[src/rtl/execute_ctl_mc.sv]
// Execute-stage control with a multi-cycle unit sequencer.
// It generates the operand-mux selects, the control-word write enable and the
// bubble select, and sequences a mul/div-class unit through start/done/kill.
// The sequencer stalls the pipeline upstream while the unit works and aborts
// the unit after a bounded number of busy cycles.
module execute_ctl_mc #(
  parameter int NUM_FWD    = 2,
  parameter int MC_TIMEOUT = 32,
  parameter int SEL_W      = $clog2(NUM_FWD + 2),
  parameter int CNT_W      = $clog2(MC_TIMEOUT + 2)
) (
  input  logic               clk_i,
  input  logic               reset_n_i,
  input  logic               stall_v_i,
  input  logic               flush_v_i,
  input  logic               instr_v_i,
  input  logic               imm_v_i,
  input  logic               pc_v_i,
  input  logic               mc_v_i,
  input  logic [NUM_FWD-1:0] rs1_fwd_hit_i,
  input  logic [NUM_FWD-1:0] rs2_fwd_hit_i,
  input  logic               mc_done_i,
  output logic               mc_start_o,
  output logic               mc_kill_o,
  output logic               stall_v_o,
  output logic               cword_w_v_o,
  output logic               cmux_sel_o,
  output logic [SEL_W-1:0]   amux_sel_o,
  output logic [SEL_W-1:0]   bmux_sel_o,
  output logic               mc_timeout_o
);

  typedef enum logic [1:0] {IDLE, BUSY, HOLD} state_t;

  // Counter value on the last permitted busy cycle. When the timeout is
  // disabled this value is never used.
  localparam logic [CNT_W-1:0] CNT_LAST = (MC_TIMEOUT == 0) ? '0 : CNT_W'(MC_TIMEOUT - 1);
  localparam logic [CNT_W-1:0] CNT_MAX  = '1;

  state_t           state_reg, state_next;
  logic [CNT_W-1:0] cnt_reg, cnt_next;
  logic             timeout_reg, timeout_next;
  logic             timeout_hit;

  // Keep only the lowest-index hit: source 0 is the youngest producer.
  logic [NUM_FWD-1:0] rs1_first, rs2_first;
  logic [SEL_W-1:0]   rs1_fwd_sel, rs2_fwd_sel;

  genvar gi;
  generate
    for (gi = 0; gi < NUM_FWD; gi++) begin : g_first
      if (gi == 0) begin : g_lsb
        assign rs1_first[gi] = rs1_fwd_hit_i[gi];
        assign rs2_first[gi] = rs2_fwd_hit_i[gi];
      end else begin : g_upper
        assign rs1_first[gi] = rs1_fwd_hit_i[gi] & ~(|rs1_fwd_hit_i[gi-1:0]);
        assign rs2_first[gi] = rs2_fwd_hit_i[gi] & ~(|rs2_fwd_hit_i[gi-1:0]);
      end
    end
  endgenerate

  // Encode the one-hot winning source into its mux code (2 + k).
  always_comb begin
    rs1_fwd_sel = '0;
    rs2_fwd_sel = '0;
    for (int k = 0; k < NUM_FWD; k++) begin
      if (rs1_first[k]) rs1_fwd_sel = rs1_fwd_sel | SEL_W'(k + 2);
      if (rs2_first[k]) rs2_fwd_sel = rs2_fwd_sel | SEL_W'(k + 2);
    end
  end

  // PC and immediate override any forwarding hit on their operand.
  assign amux_sel_o = pc_v_i  ? SEL_W'(1) : ((|rs1_fwd_hit_i) ? rs1_fwd_sel : '0);
  assign bmux_sel_o = imm_v_i ? SEL_W'(1) : ((|rs2_fwd_hit_i) ? rs2_fwd_sel : '0);

  // The flag shows in the abort cycle itself and stays set until reset.
  assign mc_timeout_o = timeout_reg | timeout_hit;

  // Sequencer next state and control outputs; reset overrides everything.
  always_comb begin
    state_next   = state_reg;
    cnt_next     = cnt_reg;
    timeout_next = timeout_reg;
    timeout_hit  = 1'b0;
    mc_start_o   = 1'b0;
    mc_kill_o    = 1'b0;
    stall_v_o    = 1'b0;
    cword_w_v_o  = ~stall_v_i;
    cmux_sel_o   = flush_v_i;

    case (state_reg)
      IDLE: begin
        if (instr_v_i && mc_v_i && !flush_v_i) begin
          mc_start_o  = 1'b1;
          stall_v_o   = 1'b1;
          cword_w_v_o = 1'b0;
          cnt_next    = '0;
          state_next  = BUSY;
        end
      end
      BUSY: begin
        stall_v_o   = 1'b1;
        cword_w_v_o = 1'b0;
        cmux_sel_o  = 1'b1;
        // Saturate so a long wait can never wrap back onto the timeout value.
        cnt_next    = (cnt_reg == CNT_MAX) ? cnt_reg : cnt_reg + 1'b1;
        if (flush_v_i) begin
          mc_kill_o   = 1'b1;
          cword_w_v_o = ~stall_v_i;
          state_next  = IDLE;
        end else if (mc_done_i) begin
          if (!stall_v_i) begin
            cword_w_v_o = 1'b1;
            cmux_sel_o  = 1'b0;
            stall_v_o   = 1'b0;
            state_next  = IDLE;
          end else begin
            state_next = HOLD;
          end
        end else if ((MC_TIMEOUT != 0) && (cnt_reg == CNT_LAST)) begin
          mc_kill_o    = 1'b1;
          timeout_hit  = 1'b1;
          timeout_next = 1'b1;
          cword_w_v_o  = ~stall_v_i;
          stall_v_o    = 1'b0;
          state_next   = IDLE;
        end
      end
      HOLD: begin
        // Result sits in the unit; release on the first unstalled cycle.
        stall_v_o   = stall_v_i;
        cmux_sel_o  = 1'b0;
        cword_w_v_o = ~stall_v_i;
        if (flush_v_i) begin
          cmux_sel_o = 1'b1;
          state_next = IDLE;
        end else if (!stall_v_i) begin
          state_next = IDLE;
        end
      end
      default: state_next = IDLE;
    endcase

    if (!reset_n_i) begin
      mc_start_o  = 1'b0;
      mc_kill_o   = 1'b0;
      stall_v_o   = 1'b0;
      cword_w_v_o = 1'b0;
      cmux_sel_o  = 1'b1;
    end
  end

  // State, busy counter and sticky timeout flag.
  always_ff @(posedge clk_i or negedge reset_n_i) begin
    if (!reset_n_i) begin
      state_reg   <= IDLE;
      cnt_reg     <= '0;
      timeout_reg <= 1'b0;
    end else begin
      state_reg   <= state_next;
      cnt_reg     <= cnt_next;
      timeout_reg <= timeout_next;
    end
  end

endmodule

[config.mk]
export PLATFORM = sky130hd
export DESIGN_NAME = execute_ctl_mc
export DESIGN_NICKNAME = d
export VERILOG_FILES = /design/src/rtl/execute_ctl_mc.sv
export SDC_FILE = /design/constraint.sdc
export NUM_CORES = 1
export LEC_CHECK = 0
export ABC_AREA = 1
export CAP_MARGIN = 20
export CELL_PAD_IN_SITES_DETAIL_PLACEMENT = 1
export CELL_PAD_IN_SITES_GLOBAL_PLACEMENT = 2
export CORE_ASPECT_RATIO = 1.25
export CORE_UTILIZATION = 22
export CTS_BUF_LIST = sky130_fd_sc_hd__clkbuf_2 sky130_fd_sc_hd__clkbuf_4 sky130_fd_sc_hd__clkbuf_8
export CTS_CLUSTER_DIAMETER = 200
export DETAILED_ROUTE_END_ITERATION = 8
export HOLD_SLACK_MARGIN = 0.1
export PLACE_DENSITY_LB_ADDON = 0.12
export SLEW_MARGIN = 20
export SYNTH_ARGS = -nofsm -noshare
export SYNTH_HDL_FRONTEND = slang
export SYNTH_SLANG_ARGS = --single-unit
[constraint.sdc]
create_clock -name clk_i -period 1.7 [get_ports clk_i]
set_clock_uncertainty 0.05 [all_clocks]
set_input_delay 0.51 -clock clk_i [delete_from_list [all_inputs] [get_ports clk_i]]
set_output_delay 0.51 -clock clk_i [all_outputs]
set_load 0.01 [all_outputs]
==> impl_metrics.env, run 1 <==
export IMPL_status="complete, but fails checks"
export IMPL_violations="negative setup slack"
export IMPL_synthCells=91
export IMPL_antenna_found_initial=0
export IMPL_die_h_um=63.56
export IMPL_synth_simple_area_share_pct=44.84
export IMPL_die_w_um=51.25
export IMPL_cts_max_path_buffers=2
export IMPL_power_density_nw_per_um2=646.9
export IMPL_cp_data_arrival_time_ns=1.43
export IMPL_grt_pass1_wl_um=3926
export IMPL_max_cap_violations=0
export IMPL_drt_pass1_iter_count=4
export IMPL_ys_ff_latch=9
export IMPL_crit_required_ns=1.14
export IMPL_startpoint_type="flip-flop"
export IMPL_yosys_warnings=0
export IMPL_synthArstFlopShare_pct=100.0
export IMPL_crit_type="flip-flop to output port"
export IMPL_final_layout_size_suffix_gt1_share_pct=48.98
export IMPL_grt_overflow=0
export IMPL_synth_nets=105
export IMPL_p_leak_uw=0.0006405
export IMPL_diodes=0
export IMPL_fin_hold_ws_ns=0.2977
export IMPL_synth_top_family_by_area="simple AND/OR/NAND/NOR gates"
export IMPL_synth_seq_area_share_pct=33.77
export IMPL_clk_pin_slew_ns=0.07
export IMPL_setup_viol=6
export IMPL_tightestPinTransition_ns=0.2011
export IMPL_remaining_drc_errors=0
export IMPL_fmax_ghz=0.5037
export IMPL_endpoint_kind="output port"
export IMPL_dieArea_um2=3257
export IMPL_hold_violations=0
export IMPL_yosys_most_used_dff="dfrtp_1"
export IMPL_fillers=367
export IMPL_synth_area_um2=666.9
export IMPL_yosys_area_share_adder_pct=1.876
export IMPL_nets=162
export IMPL_critPathMaxFanout=3
export IMPL_syn_to_final_growth_pct=75.23
export IMPL_post_route_period_util_pct=116.8
export IMPL_grt_pass1_vias=910
export IMPL_rsz0062_at_grt="yes"
export IMPL_ant_nets=0
export IMPL_peakVddDrop_mv=0.4102
export IMPL_synth_cell_type_count=21
export IMPL_root_buffer="clkbuf_4"
export IMPL_ioPinCount=23
export IMPL_grt_max_degree=8
export IMPL_portBuffers=22
export IMPL_fin_ws_ns=-0.2854
export IMPL_wirelength_um=2317
export IMPL_synth_enable_flop_cells=0
export IMPL_synth_xor_area_share_pct=1.313
export IMPL_cts_buffers_inserted=3
export IMPL_htreeDepth=1
export IMPL_via_per_inst=4.492
export IMPL_initial_core_util_pct=23.94
export IMPL_drtIter0Drc=6
export IMPL_post_dp_hpwl_um=1860
export IMPL_holdCritPathClass="input port to asynchronous set/reset pin"
export IMPL_synth_compound_area_share_pct=12.76
export IMPL_tns_ns=-1.244
export IMPL_track_usage_pct=16.13
export IMPL_synth_mux_area_share_pct=0
export IMPL_num_vias=813
export IMPL_hold_buffers=0
export IMPL_period_needed_ns=1.985
export IMPL_cts_tree="done"
export IMPL_gp_congestion=0.7432
export IMPL_slew_viol_final=0
export IMPL_slew_headroom_pct=86.60
export IMPL_worstSkewPairLatency_ns=0.26
export IMPL_ff_latch_area_um2=225.2
export IMPL_avgSynthCellArea_um2=7.328
export IMPL_largest_register_ffs=6
export IMPL_multi_input_area_um2=454.2
export IMPL_core_area_um2=2785
export IMPL_wl_per_cell_um=12.80
export IMPL_clock_sinks=9
export IMPL_fp_row_count=21
-- synthesized netlist by cell type (2+ instances only) --
library cell | n | area share, %
nand2_1 | 21 | 12
nor2_1 | 14 | 7.9
dfrtp_1 | 9 | 34
nand3_1 | 9 | 6.8
inv_1 | 8 | 4.5
nand2_2 | 6 | 5.6
o21bai_1 | 4 | 4.5
a21oi_1 | 3 | 2.3
nor2_4 | 3 | 5.1
a21oi_2 | 2 | 2.6
o22ai_1 | 2 | 1.9
-- layout make-up --
class / instances / area share (%)
multi-input combinational: 73 / 38.87
timing repair buffer: 52 / 32.55
sequential: 9 / 19.27
tap: 34 / 3.640
inverter: 9 / 3.105
clock buffer: 4 / 2.570
-- timing repair --
action	4_1_cts	5_1_grt
pin swaps	14	5
setup buffers	4	2
cloned	0	0
resized for setup	60	7
setup endpoints to repair	10	8
-- path summary, 6_finish.rpt --
kind	cells past startpoint	start	slack (ns)	endpoint
max	7	cnt_reg[0]$_DFFE_PN0P_	-0.29	stall_v_o
min	2	reset_n_i	0.30	cnt_reg[4]$_DFFE_PN0P_
max reg2reg	8	state_reg[0]$_DFFE_PN0P_	0.29	state_reg[0]$_DFFE_PN0P_
min reg2reg	1	timeout_reg$_DFFE_PN0P_	0.43	timeout_reg$_DFFE_PN0P_
max in group asynchronous	3	reset_n_i	1.13	state_reg[0]$_DFFE_PN0P_
min in group clk_i	1	timeout_reg$_DFFE_PN0P_	0.43	timeout_reg$_DFFE_PN0P_
-- critical path, cell delays in order, from the launching register on --
cell	delay [ns]
dfrtp_1	0.41
ha_4	0.19
nand2_4	0.08
nor2_8	0.04
nand3b_1	0.12
nand2_1	0.08
a21oi_2	0.11
buf_2	0.13
-- per-stage QoR --
stage / utilization (%) / area [µm²] / total power [µW] / worst slack, ns / cells
final: 41.96 / 1169 / 756.0 / -0.2854 / 181
after global routing: 41.96 / 1169 / 812.5 / -0.3691 / 181
after CTS: 41.69 / 1161 / 767.6 / -0.3043 / 179
after detailed placement: 40.97 / 1141 / 573.3 / -0.8747 / 171
after global placement: 40.97 / 1141 / 556.2 / -0.8745 / 171
after floorplan: - / 698.2 / 402.9 / 0.008635 / 91
-- placed cells by master (no fill, tap or decap) --
cell / count
a21oi_1: 2
a21oi_2: 3
and3_4: 1
buf_2: 10
buf_4: 29
buf_6: 2
clkbuf_2: 2
clkbuf_4: 4
clkdlybuf4s15_1: 1
dfrtp_1: 9
dlygate4sd2_1: 8
ha_4: 1
inv_1: 7
inv_2: 1
inv_4: 1
nand2_1: 21
nand2_2: 4
nand2_4: 3
nand3_1: 8
nand3_2: 1
nand3b_1: 1
nor2_1: 9
nor2_2: 5
nor2_4: 3
nor2_8: 1
o21ai_0: 1
o21ai_1: 1
o21bai_1: 4
o22ai_1: 2
or2_2: 1
xor2_1: 1
-- cell families (layout without fill, tap and decap cells) --
family / Yosys count / after routing
buffers and inverters: 9 / 65
AO/OA/AOI/OAI: 13 / 13
AND/OR/NAND/NOR: 58 / 58
XOR/XNOR: 1 / 1
flip-flops: 9 / 9
adder cells (fa/ha/maj): 1 / 1
-- report_power, final --
part | internal [µW] | switching [µW]
logic | 159 | 140
clock network | 107 | 80.9
registers | 241 | 28.0
-- routing by layer --
metal / GRT usage [%] / share of wire, % / wire [µm]
met1: 15.60 / 37 / 856
met2: 33.55 / 59 / 1369
met3: 0.7246 / 3.1 / 72
met5: 0 / 0 / 0
met4: 6.081 / 0.78 / 18
Note: power is estimated with default switching activity, not from simulation.
==> inputs of run 2 (changes only) <==
GPL_ROUTABILITY_DRIVEN = 0   (was default)
==> results of run 2 <==
Final layout, timing and power as in run 1 (identical DEF).
==> inputs of run 3 (changes only) <==
GPL_TIMING_DRIVEN = 0   (was default)
==> run 3 against run 2 <==
  * The run still ends with negative setup slack left
  * Count of clock-buffer cells in the layout unchanged
  * First-iteration DRC count down 50%
  * Design area down 0.43%
  * Sequential cell count unchanged
  * Sequential share of layout area up 0.30 points
  * Sequential power up 3%
  * Highest routed layer unchanged
==> impl_metrics.env, run 3 (synthesis gave the netlist of run 1 again) <==
export IMPL_crit_type="flip-flop to output port"
export IMPL_grt_busiest_layer="met2"
export IMPL_setup_viol=6
export IMPL_post_dp_hpwl_um=1452
export IMPL_worstSkewPairLatency_ns=0.27
export IMPL_violations="negative setup slack"
export IMPL_grt_use_met3_pct=1.691
export IMPL_clock_sinks=9
export IMPL_fin_ws_ns=-0.3749
export IMPL_layout_commonest_cell="buf_4"
export IMPL_most_common_layout_cells="buf_4 (21), nand2_1 (20), nor2_1 (11)"
export IMPL_post_route_period_util_pct=122.1
export IMPL_drtIter0Drc=3
export IMPL_holdCritPathClass="flip-flop to flip-flop"
export IMPL_grtUsageMet2_pct=26.64
export IMPL_final_util_pct=41.78
export IMPL_die_h_um=63.56
export IMPL_final_area_um2=1164
export IMPL_dieArea_um2=3257
export IMPL_clk_pin_slew_ns=0.07
export IMPL_cts_tree="done"
export IMPL_slew_headroom_pct=68.92
export IMPL_grt_overflow=0
export IMPL_crit_required_ns=1.14
export IMPL_drt_pass1_iter_count=4
export IMPL_diodes=0
export IMPL_endpoint_kind="output port"
export IMPL_core_area_um2=2785
export IMPL_rsz0062_at_grt="yes"
export IMPL_grt_pass1_wl_um=3505
export IMPL_initial_core_util_pct=23.94
export IMPL_tightestPinTransition_ns=0.4647
export IMPL_ff_latch_area_um2=227.7
export IMPL_cts_max_path_buffers=2
export IMPL_wl_per_cell_um=12.78
export IMPL_portBuffers=22
export IMPL_period_needed_ns=2.075
export IMPL_largest_register_ffs=6
export IMPL_ioPinCount=23
export IMPL_grt_max_degree=10
export IMPL_p_leak_uw=0.0006184
export IMPL_fp_row_count=21
export IMPL_critPathMaxFanout=3
export IMPL_dp_slack_ns=-1.228
export IMPL_via_per_inst=4.469
export IMPL_track_usage_pct=14.49
export IMPL_nets=156
export IMPL_num_vias=782
export IMPL_root_buffer="clkbuf_4"
export IMPL_grt_pass1_vias=794
export IMPL_syn_to_final_growth_pct=74.48
export IMPL_fillers=361
export IMPL_stdcell_count=175
export IMPL_peakVddDrop_mv=0.3765
export IMPL_ant_nets=0
export IMPL_power_density_nw_per_um2=661.2
export IMPL_remaining_drc_errors=0
export IMPL_use_met1_pct=15.79
export IMPL_hold_violations=0
export IMPL_cp_data_arrival_time_ns=1.51
export IMPL_wirelength_um=2237
export IMPL_placed_area_um2=960.9
export IMPL_final_layout_size_suffix_gt1_share_pct=46.81
export IMPL_slew_viol_final=0
export IMPL_startpoint_type="flip-flop"
export IMPL_placed_cells=147
export IMPL_max_cap_violations=0
export IMPL_multi_input_area_um2=476.7
export IMPL_cts_buffers_inserted=3
export IMPL_status="complete, but fails checks"
export IMPL_fmax_ghz=0.4820
export IMPL_antenna_found_initial=0
export IMPL_die_w_um=51.25
export IMPL_htreeDepth=1
export IMPL_fin_hold_ws_ns=0.4221
run 3: what timing repair did:
item,CTS,global route
endpoints found under the setup margin,10,8
gates resized for setup,64,11
buffers inserted,14,9
endpoints found under the hold margin,9,0
hold buffers,1,0
pin swaps,12,7
run 3: final cells by class:
cell class / count / area share [%]
Inverter: 9 / 3.118
Sequential cell: 9 / 19.57
Multi-Input combinational cell: 73 / 40.97
Clock buffer: 4 / 2.581
Tap cell: 34 / 3.656
Timing Repair Buffer: 46 / 30.11
run 3: layer usage:
metal / wire, µm / share of wire (%) / vias to the layer above
met5: 0 / 0 / -
met4: 30 / 1.3 / 0
met3: 95 / 4.2 / 4
met2: 1242 / 56 / 17
met1: 869 / 39 / 369
li1: - / - / 392
run 3: stage by stage:
stage / setup TNS (ns) / power [µW]
floorplan: 0 / 402.9
global placement: -8.766 / 490.7
detailed placement: -8.882 / 497.7
CTS: -1.408 / 741.1
global route: -2.067 / 820.9
finish: -1.737 / 769.4
run 3: path summary, 6_finish.rpt:
kind | startpoint | end | slack, ns | cells after the start
worst max-delay path | cnt_reg[0]$_DFFE_PN0P_ | cword_w_v_o | -0.37 | 8
worst min-delay path | timeout_reg$_DFFE_PN0P_ | timeout_reg$_DFFE_PN0P_ | 0.42 | 1
worst max register to register | state_reg[1]$_DFFE_PN0P_ | cnt_reg[5]$_DFFE_PN0P_ | 0.26 | 8
worst min register to register | timeout_reg$_DFFE_PN0P_ | timeout_reg$_DFFE_PN0P_ | 0.42 | 1
max in group asynchronous | reset_n_i | cnt_reg[0]$_DFFE_PN0P_ | 0.55 | 2
min in group asynchronous | reset_n_i | cnt_reg[2]$_DFFE_PN0P_ | 0.71 | 2
run 3: where the power goes:
group / internal [µW] / switching, µW
combinational: 162 / 138
clock: 107 / 85.7
sequential: 244 / 34.0
total: 512 / 257
run 3: worst max-delay path: stages (launching register included):
cell and delay (ns):
dfrtp_2 0.43, ha_4 0.17, nand2_4 0.09, nor2_8 0.04
buf_12 0.12, nand2_4 0.06, nand3_4 0.07, and3_4 0.14
buf_2 0.13
